===== src/rtl/phasecomp_ctrl.sv =====
// Address and flow controller for the PFB phase-compensation ping-pong RAM: writes M-sample
// frames into one half and reads the other half back with a per-frame circular offset.
module phasecomp_ctrl #(
  parameter int FFT_LEN    = 64,
  parameter int DEC_FAC    = 48,
  parameter int DEPTH      = 2 * FFT_LEN,
  parameter int AW         = $clog2(DEPTH),
  // FFT_LEN is a power of two and DEC_FAC <= FFT_LEN, so gcd is DEC_FAC's lowest set bit
  parameter int NUM_STATES = FFT_LEN / (DEC_FAC & (-DEC_FAC)),
  parameter int SW         = (NUM_STATES > 1) ? $clog2(NUM_STATES) : 1
) (
  input  logic          clk,
  input  logic          rst,
  input  logic          s_axis_tvalid,
  output logic          s_axis_tready,
  output logic          m_axis_tvalid,
  input  logic          m_axis_tready,
  output logic          m_axis_tlast,
  output logic          m_axis_tuser,
  output logic          ram_we,
  output logic [AW-1:0] ram_waddr,
  output logic          ram_re,
  output logic [AW-1:0] ram_raddr,
  output logic [SW-1:0] state
);

  localparam int MW = $clog2(FFT_LEN);

  localparam logic [MW-1:0] CtrMax   = MW'(FFT_LEN - 1);
  localparam logic [MW-1:0] CtrOne   = MW'(1);
  localparam logic [MW:0]   DecFac   = (MW + 1)'(DEC_FAC);
  localparam logic [MW:0]   FftLen   = (MW + 1)'(FFT_LEN);
  localparam logic [SW-1:0] StateMax = SW'(NUM_STATES - 1);
  localparam logic [SW-1:0] StateOne = SW'(1);

  logic [1:0]    r_full;
  logic          r_wb;
  logic          r_rb;
  logic [MW-1:0] r_wctr;
  logic [MW-1:0] r_rctr;
  logic [MW-1:0] r_shift;
  logic [SW-1:0] r_state;
  logic          r_tvalid;
  logic          r_tlast;
  logic          r_tuser;

  logic          w_wr;
  logic          w_adv;
  logic [MW-1:0] w_roff;
  logic [MW:0]   w_shift_sum;
  logic [MW-1:0] w_shift_nxt;
  logic [SW-1:0] w_state_nxt;

  assign s_axis_tready = ~r_full[r_wb];
  assign w_wr          = s_axis_tvalid & s_axis_tready;
  assign w_adv         = r_full[r_rb] & (~r_tvalid | m_axis_tready);
  // Truncating add gives the circular offset within the half
  assign w_roff        = r_rctr + r_shift;

  assign ram_we        = w_wr;
  assign ram_waddr     = {r_wb, r_wctr};
  assign ram_re        = w_adv;
  assign ram_raddr     = {r_rb, w_roff};

  assign m_axis_tvalid = r_tvalid;
  assign m_axis_tlast  = r_tlast;
  assign m_axis_tuser  = r_tuser;
  assign state         = r_state;

  always_comb begin
    w_shift_sum = {1'b0, r_shift} + DecFac;
    w_shift_nxt = w_shift_sum[MW-1:0];
    if (w_shift_sum >= FftLen) begin
      w_shift_nxt = MW'(w_shift_sum - FftLen);
    end
    w_state_nxt = (r_state == StateMax) ? '0 : r_state + StateOne;
  end

  always_ff @(posedge clk or negedge rst) begin
    if (!rst) begin
      r_full   <= '0;
      r_wb     <= 1'b0;
      r_rb     <= 1'b0;
      r_wctr   <= '0;
      r_rctr   <= '0;
      r_shift  <= '0;
      r_state  <= '0;
      r_tvalid <= 1'b0;
      r_tlast  <= 1'b0;
      r_tuser  <= 1'b0;
    end else begin
      if (w_wr) begin
        if (r_wctr == CtrMax) begin
          r_full[r_wb] <= 1'b1;
          r_wb         <= ~r_wb;
          r_wctr       <= '0;
        end else begin
          r_wctr <= r_wctr + CtrOne;
        end
      end
      // A bank being written is never full and a bank being read always is, so the set
      // above and the clear below never hit the same flag
      if (w_adv) begin
        r_tlast <= (r_rctr == CtrMax);
        r_tuser <= (r_rctr == '0) && (r_state == '0);
        if (r_rctr == CtrMax) begin
          r_full[r_rb] <= 1'b0;
          r_rb         <= ~r_rb;
          r_rctr       <= '0;
          r_shift      <= w_shift_nxt;
          r_state      <= w_state_nxt;
        end else begin
          r_rctr <= r_rctr + CtrOne;
        end
      end
      if (w_adv) begin
        r_tvalid <= 1'b1;
      end else if (m_axis_tready) begin
        r_tvalid <= 1'b0;
      end
    end
  end

endmodule


===== config.mk =====
export PLATFORM = sky130hd
export DESIGN_NAME = phasecomp_ctrl
export DESIGN_NICKNAME = d
export VERILOG_FILES = /design/src/rtl/phasecomp_ctrl.sv
export SDC_FILE = /design/constraint.sdc
export NUM_CORES = 1
export LEC_CHECK = 0
export CAP_MARGIN = 10
export CORE_MARGIN = 1.5
export CORE_UTILIZATION = 49
export DETAILED_ROUTE_END_ITERATION = 8
export HOLD_SLACK_MARGIN = 0.12
export PLACE_DENSITY = 0.78
export SYNTH_ARGS = -nofsm -noshare
export SYNTH_HDL_FRONTEND = slang
export SYNTH_SLANG_ARGS = --single-unit

===== constraint.sdc =====
create_clock -name clk -period 3.57 [get_ports clk]
set_input_delay 0.5355 -clock clk [delete_from_list [all_inputs] [get_ports clk]]
set_output_delay 0.5355 -clock clk [all_outputs]
set_load 0.02 [all_outputs]

After elaboration in Yosys (flattened, before gate mapping)
Index checks and enable logic that the tools add are counted.

word-level totals
  output and inout bits = 22
  memories kept = 0
  RAM bits = 0
  bits of input ports = 4
  register bits = 27
  memory bits (read-only) = 0
  latch bits = 0

operators by class
  equality and inequality tests = 3
  reduce and logical (&&, ||, !) cells = 8
  shifts and indexed selects = 0
  $lt $le $gt $ge = 5
  bitwise gates (word level) = 10
  add/sub/neg operators = 6
  muxes and demuxes = 18
  div/mod/pow operators = 0
  multiply operators = 0

operator list
  kind                                                         number
  two-way mux 6 bit                                            3
  adder 6 x 1 -> 6 bit (second input constant)                 2
  == test 6 bit (second input constant)                        2
  two-way mux 2 bit                                            5
  two-way mux 1 bit                                            8
  adder 6 x 6 -> 7 bit (second input constant)                 1
  greater-or-equal comparator 7 bit (second input constant)    1
  adder 6 bit                                                  1
  logical NOT 6 bit                                            1
  subtractor 6 x 1 -> 6 bit (second input constant)            1
  less-than comparator 1 x 2 -> 1 bit (second input constant)  2
  NOT 1 bit                                                    4
  AND reduction 2 bit                                          2
  logical AND 1 bit                                            3
  adder 2 x 1 -> 2 bit (second input constant)                 1
  bitwise AND 1 bit                                            2
  bitwise AND 2 bit                                            1
  demux 1 bit (select 1 bit)                                   2
  == test 2 bit (second input constant)                        1
  greater-or-equal comparator 1 bit (second input constant)    2
  logical NOT 2 bit                                            1
  NOT 2 bit                                                    1
  OR 2 bit                                                     1
  nonzero test 2 bit                                           1
  OR 1 bit                                                     1

Depth between registers and ports, before layout
  depth after elaboration = 10
  gate-level depth with buffers = 6
  mapped depth without buffers = 5

Worst setup path before layout
OpenSTA, ideal clock, no wires.

  path kind = register to output
  from = register r_wb
  to = output ram_we
  slack = 1.738 ns
  stages on the path, launching flop included = 4
  arrival = 1.296 ns
  data required time = 3.034 ns
  cells stage by stage = dfrtp_1 -> mux2i_1 -> nand2_1 -> clkinv_1

between the ends
  cells in the longest elaborated chain, start to end = 4

ends and longest elaborated chain
  item                                                   line  RTL
  from (decl)                                            37    logic r_wb;
  from (signal assigned)                                 95    r_wb <= ~r_wb;
  two-way mux 1 bit (implied by the code) (2 in series)  54    assign s_axis_tready = ~r_full[r_wb];
  NOT 1 bit                                              54
  named net s_axis_tready                                15    output logic s_axis_tready,
  bitwise AND 1 bit                                      55    assign w_wr = s_axis_tvalid & s_axis_tready;
  to (decl)                                              20    output logic ram_we,

The timed path passes the listed nets, and every way through them passes these cells. The select of a mux whose other input is x is not followed.

Final worst setup path
  from = input m_axis_tready
  to = output ram_re

between the ends
  cells in the longest elaborated chain, start to end = 2

ends and longest elaborated chain
  item               line  RTL
  from (decl)        17    input logic m_axis_tready,
  OR 1 bit           56    assign w_adv = r_full[r_rb] & (~r_tvalid | m_axis_tready);
  bitwise AND 1 bit  56
  to (decl)          22    output logic ram_re,

No other way between the ends.

==> impl_metrics.py <==
metrics = {
    "critical_path": {
        "cp-start-kind": "primary input",
        "arrival_ns": 2.22,
        "crit_type": "in2out",
        "cp_max_fo": 13,
        "reg2reg_setup_slack_ns": 1.77,
        "cp-end-kind": "output port",
        "cp.required_ns": 3.03,
    },
    "detailed_routing": {
        "routedWlPerCell_um": 13.2,
        "routed_wirelength_mm": 2.12,
        "drc": 0,
        "vias_per_cell": 5.38,
        "dr.pass1.iters": 4,
        "via_count": 866,
        "drt_iter0_drc": 10,
        "ant_nets": 0,
    },
    "cts": {
        "htreeDepth": 1,
        "root_buffer": "clkbuf_4",
        "cts_resized": 0,
        "clk_path_buf_depth": 2,
        "postCtsSetupBuffers": 0,
        "numCtsBuffers": 3,
        "clk_latency_ns": 0.31,
        "cts_tree": "done",
        "clkSlewWorstSetupHoldPaths_ns": 0.13,
        "cts_sinks": 23,
        "hold_buffers": 0,
    },
    "synthesis": {
        "synth-warning-count": 0,
        "yosysTopAreaCellShare_pct": 48.8,
        "synth_cells": 112,
        "seq_area_frac_synth_pct": 48.8,
        "synth_cell_type_count": 32,
        "syn_nets": 122,
        "syn_area_per_cell_um2": 10.5,
        "synth-seq-cells": 23,
        "synth_top_area_cell": "dfrtp_1",
        "ys_top_cells_by_area": "dfrtp_1, ha_1, nand2_1",
        "syn_area_um2": 1180,
    },
    "timing": {
        "fin_setup_tns_ns": 0,
        "maxSlewHeadroom_pct": 33.6,
        "period_share_pct": 77.0,
        "rsz0062_at_grt": "false",
        "fin_crit_ns": 2.75,
        "tightest_slew_ns": 0.993,
        "setup_viol": 0,
        "slew_viol_final": 0,
        "max_freq_mhz": 364,
        "hold_viol": 0,
        "skew_ns": 0.0128,
    },
    "cells_and_area": {
        "nNetsFinal": 144,
        "fillers": 199,
        "drive_above_1_share_pct": 7.52,
        "diodes": 0,
        "areaGrowthSynthToFinish_pct": 20.8,
    },
    "placed_design": {
        "gp_congestion": 0.800,
        "hpwlAfterDp_mm": 1.50,
        "port_buffers": 25,
    },
    "die": {
        "die_area_um2": 2710,
        "die_width_um": 52.1,
        "initial_core_util_pct": 52.8,
        "die_h_um": 52.1,
        "coreArea_um2": 2230,
        "rows": 17,
        "ioPinCount": 26,
    },
    "global_route": {
        "track_usage_pct": 18.1,
        "gr-total-overflow": 0,
        "grt_pass1_wl_mm": 3.57,
        "grt_pass1_vias": 794,
        "grt_start_max_net_pins": 24,
        "antenna_found_initial": 0,
    },
    "run_status": {
        "status": "finished clean",
    },
    "pwr": {
        "ir_worst_vdd_mv": 0.297,
        "power_uw": 655,
        "powerDensity_nw_per_um2": 460,
        "power_leakage_uw": 0.000603,
    },
    "worst_hold_path": {
        "hold_class": "reg2reg",
    },
    "run": {
        "maxCapViolCount": 0,
    },
}
==> per-stage QoR <==
step | worst slack [ns] | area [um2] | utilization [%] | hold slack, ns | std cells
floorplan | 1.74 | 1180 | - | 0.240 | 112
global placement | 0.862 | 1400 | 62.6 | 0.467 | 157
detailed placement | 0.831 | 1400 | 62.6 | 0.487 | 157
CTS | 0.831 | 1430 | 63.8 | 0.505 | 161
global route | 0.711 | 1430 | 63.8 | 0.521 | 161
finish | 0.819 | 1430 | 63.8 | 0.497 | 161
==> critical path, stage by stage <==
cell and delay, ns:
clkdlybuf4s50_1 0.47, inv_1 0.04, a21o_1 0.32, inv_1 0.21
clkdlybuf4s50_1 0.63
==> synthesized netlist by cell type <==
master / count
a2bb2oi_1: 1
buf_4: 6
buf_6: 2
o31ai_1: 1
mux2_2: 1
a21oi_1: 1
o32a_2: 1
or4_4: 1
a41oi_1: 3
nand2_1: 15
o21ai_0: 6
nand4_1: 2
xor2_1: 3
nor4_1: 1
nor3_1: 3
or2_1: 1
clkinv_1: 1
nand2b_1: 1
a31oi_1: 1
or3_1: 1
xnor2_1: 6
and3_1: 1
dfrtp_1: 23
o21ai_2: 1
nand3_1: 7
nor2_4: 1
o41ai_1: 1
mux2i_1: 2
inv_1: 8
ha_1: 6
a21o_1: 3
nand3_2: 1
==> kinds of logic (layout without fill, tap and decap cells) <==
logic type                 count (synthesis)  after routing  share of synthesized area (%)
muxes                                      3              3                           2.65
DFF                                       23             23                           48.8
xor gates and xnor gates                   9              9                           6.68
and+or+nand+nor                           35             35                           15.5
AOI/OAI and AO/OA                         19             19                           11.5
adders and majority gates                  6              6                           6.36
buffers and inverters                     17             38                           8.59
==> report_power, final <==
group	switching, uW	total, uW	internal [uW]
Clock	78.3	120	41.9
Sequential	48.1	342	294
Combinational	96.0	193	97.0
==> sequential cells by signal, indices dropped and copies added (netlist names) <==
register	count
r_wb	1
r_rctr	6
state	2
r_full	2
r_rb	1
r_shift	2
r_wctr	6
m_axis_tlast	1
m_axis_tuser	1
m_axis_tvalid	1
==> final timing paths <==
kind	startpoint	end	cells after the start
worst max-delay path	m_axis_tready	ram_re	5
worst min-delay path	r_wctr[4]	r_wctr[4]	1
worst max register to register	r_rctr[0]	state[1]	5
worst min register to register	r_wctr[4]	r_wctr[4]	1
max in group asynchronous	rst	r_rctr[1]	1
min in group asynchronous	rst	r_rctr[3]	1
==> layout by cell type, fill, tap and decap left out <==
| cell | count |
|---|---|
| a21o_1 | 3 |
| a21oi_1 | 1 |
| a2bb2oi_1 | 1 |
| a31oi_1 | 1 |
| a41oi_1 | 3 |
| and3_1 | 1 |
| clkbuf_4 | 3 |
| clkdlybuf4s50_1 | 25 |
| clkinv_1 | 1 |
| clkinv_2 | 1 |
| dfrtp_1 | 23 |
| ha_1 | 6 |
| inv_1 | 8 |
| mux2_2 | 1 |
| mux2i_1 | 2 |
| nand2_1 | 15 |
| nand2b_1 | 1 |
| nand3_1 | 7 |
| nand3_2 | 1 |
| nand4_1 | 2 |
| nor2_4 | 1 |
| nor3_1 | 3 |
| nor4_1 | 1 |
| o21ai_0 | 6 |
| o21ai_2 | 1 |
| o31ai_1 | 1 |
| o32a_2 | 1 |
| o41ai_1 | 1 |
| or2_1 | 1 |
| or3_1 | 1 |
| or4_4 | 1 |
| xnor2_1 | 6 |
| xor2_1 | 3 |
==> layout make-up <==
type | count | area, um2 | area share (%)
sequential | 23 | 576 | 40.4
multi-input combinational | 72 | 503 | 35.3
timing repair buffer | 25 | 250 | 17.6
tap | 28 | 35.0 | 2.46
inverter | 9 | 33.8 | 2.37
clock buffer | 3 | 22.5 | 1.58
clock inverter | 1 | 5.00 | 0.351
==> routing by layer <==
layer  share of wire (%)  GRT usage [%]
met1                  49           24.7
met5                   0              0
met2                  44           27.2
met3                 5.0           3.74
met4                 2.1           9.21
Note: power is estimated with default switching activity, not from simulation.
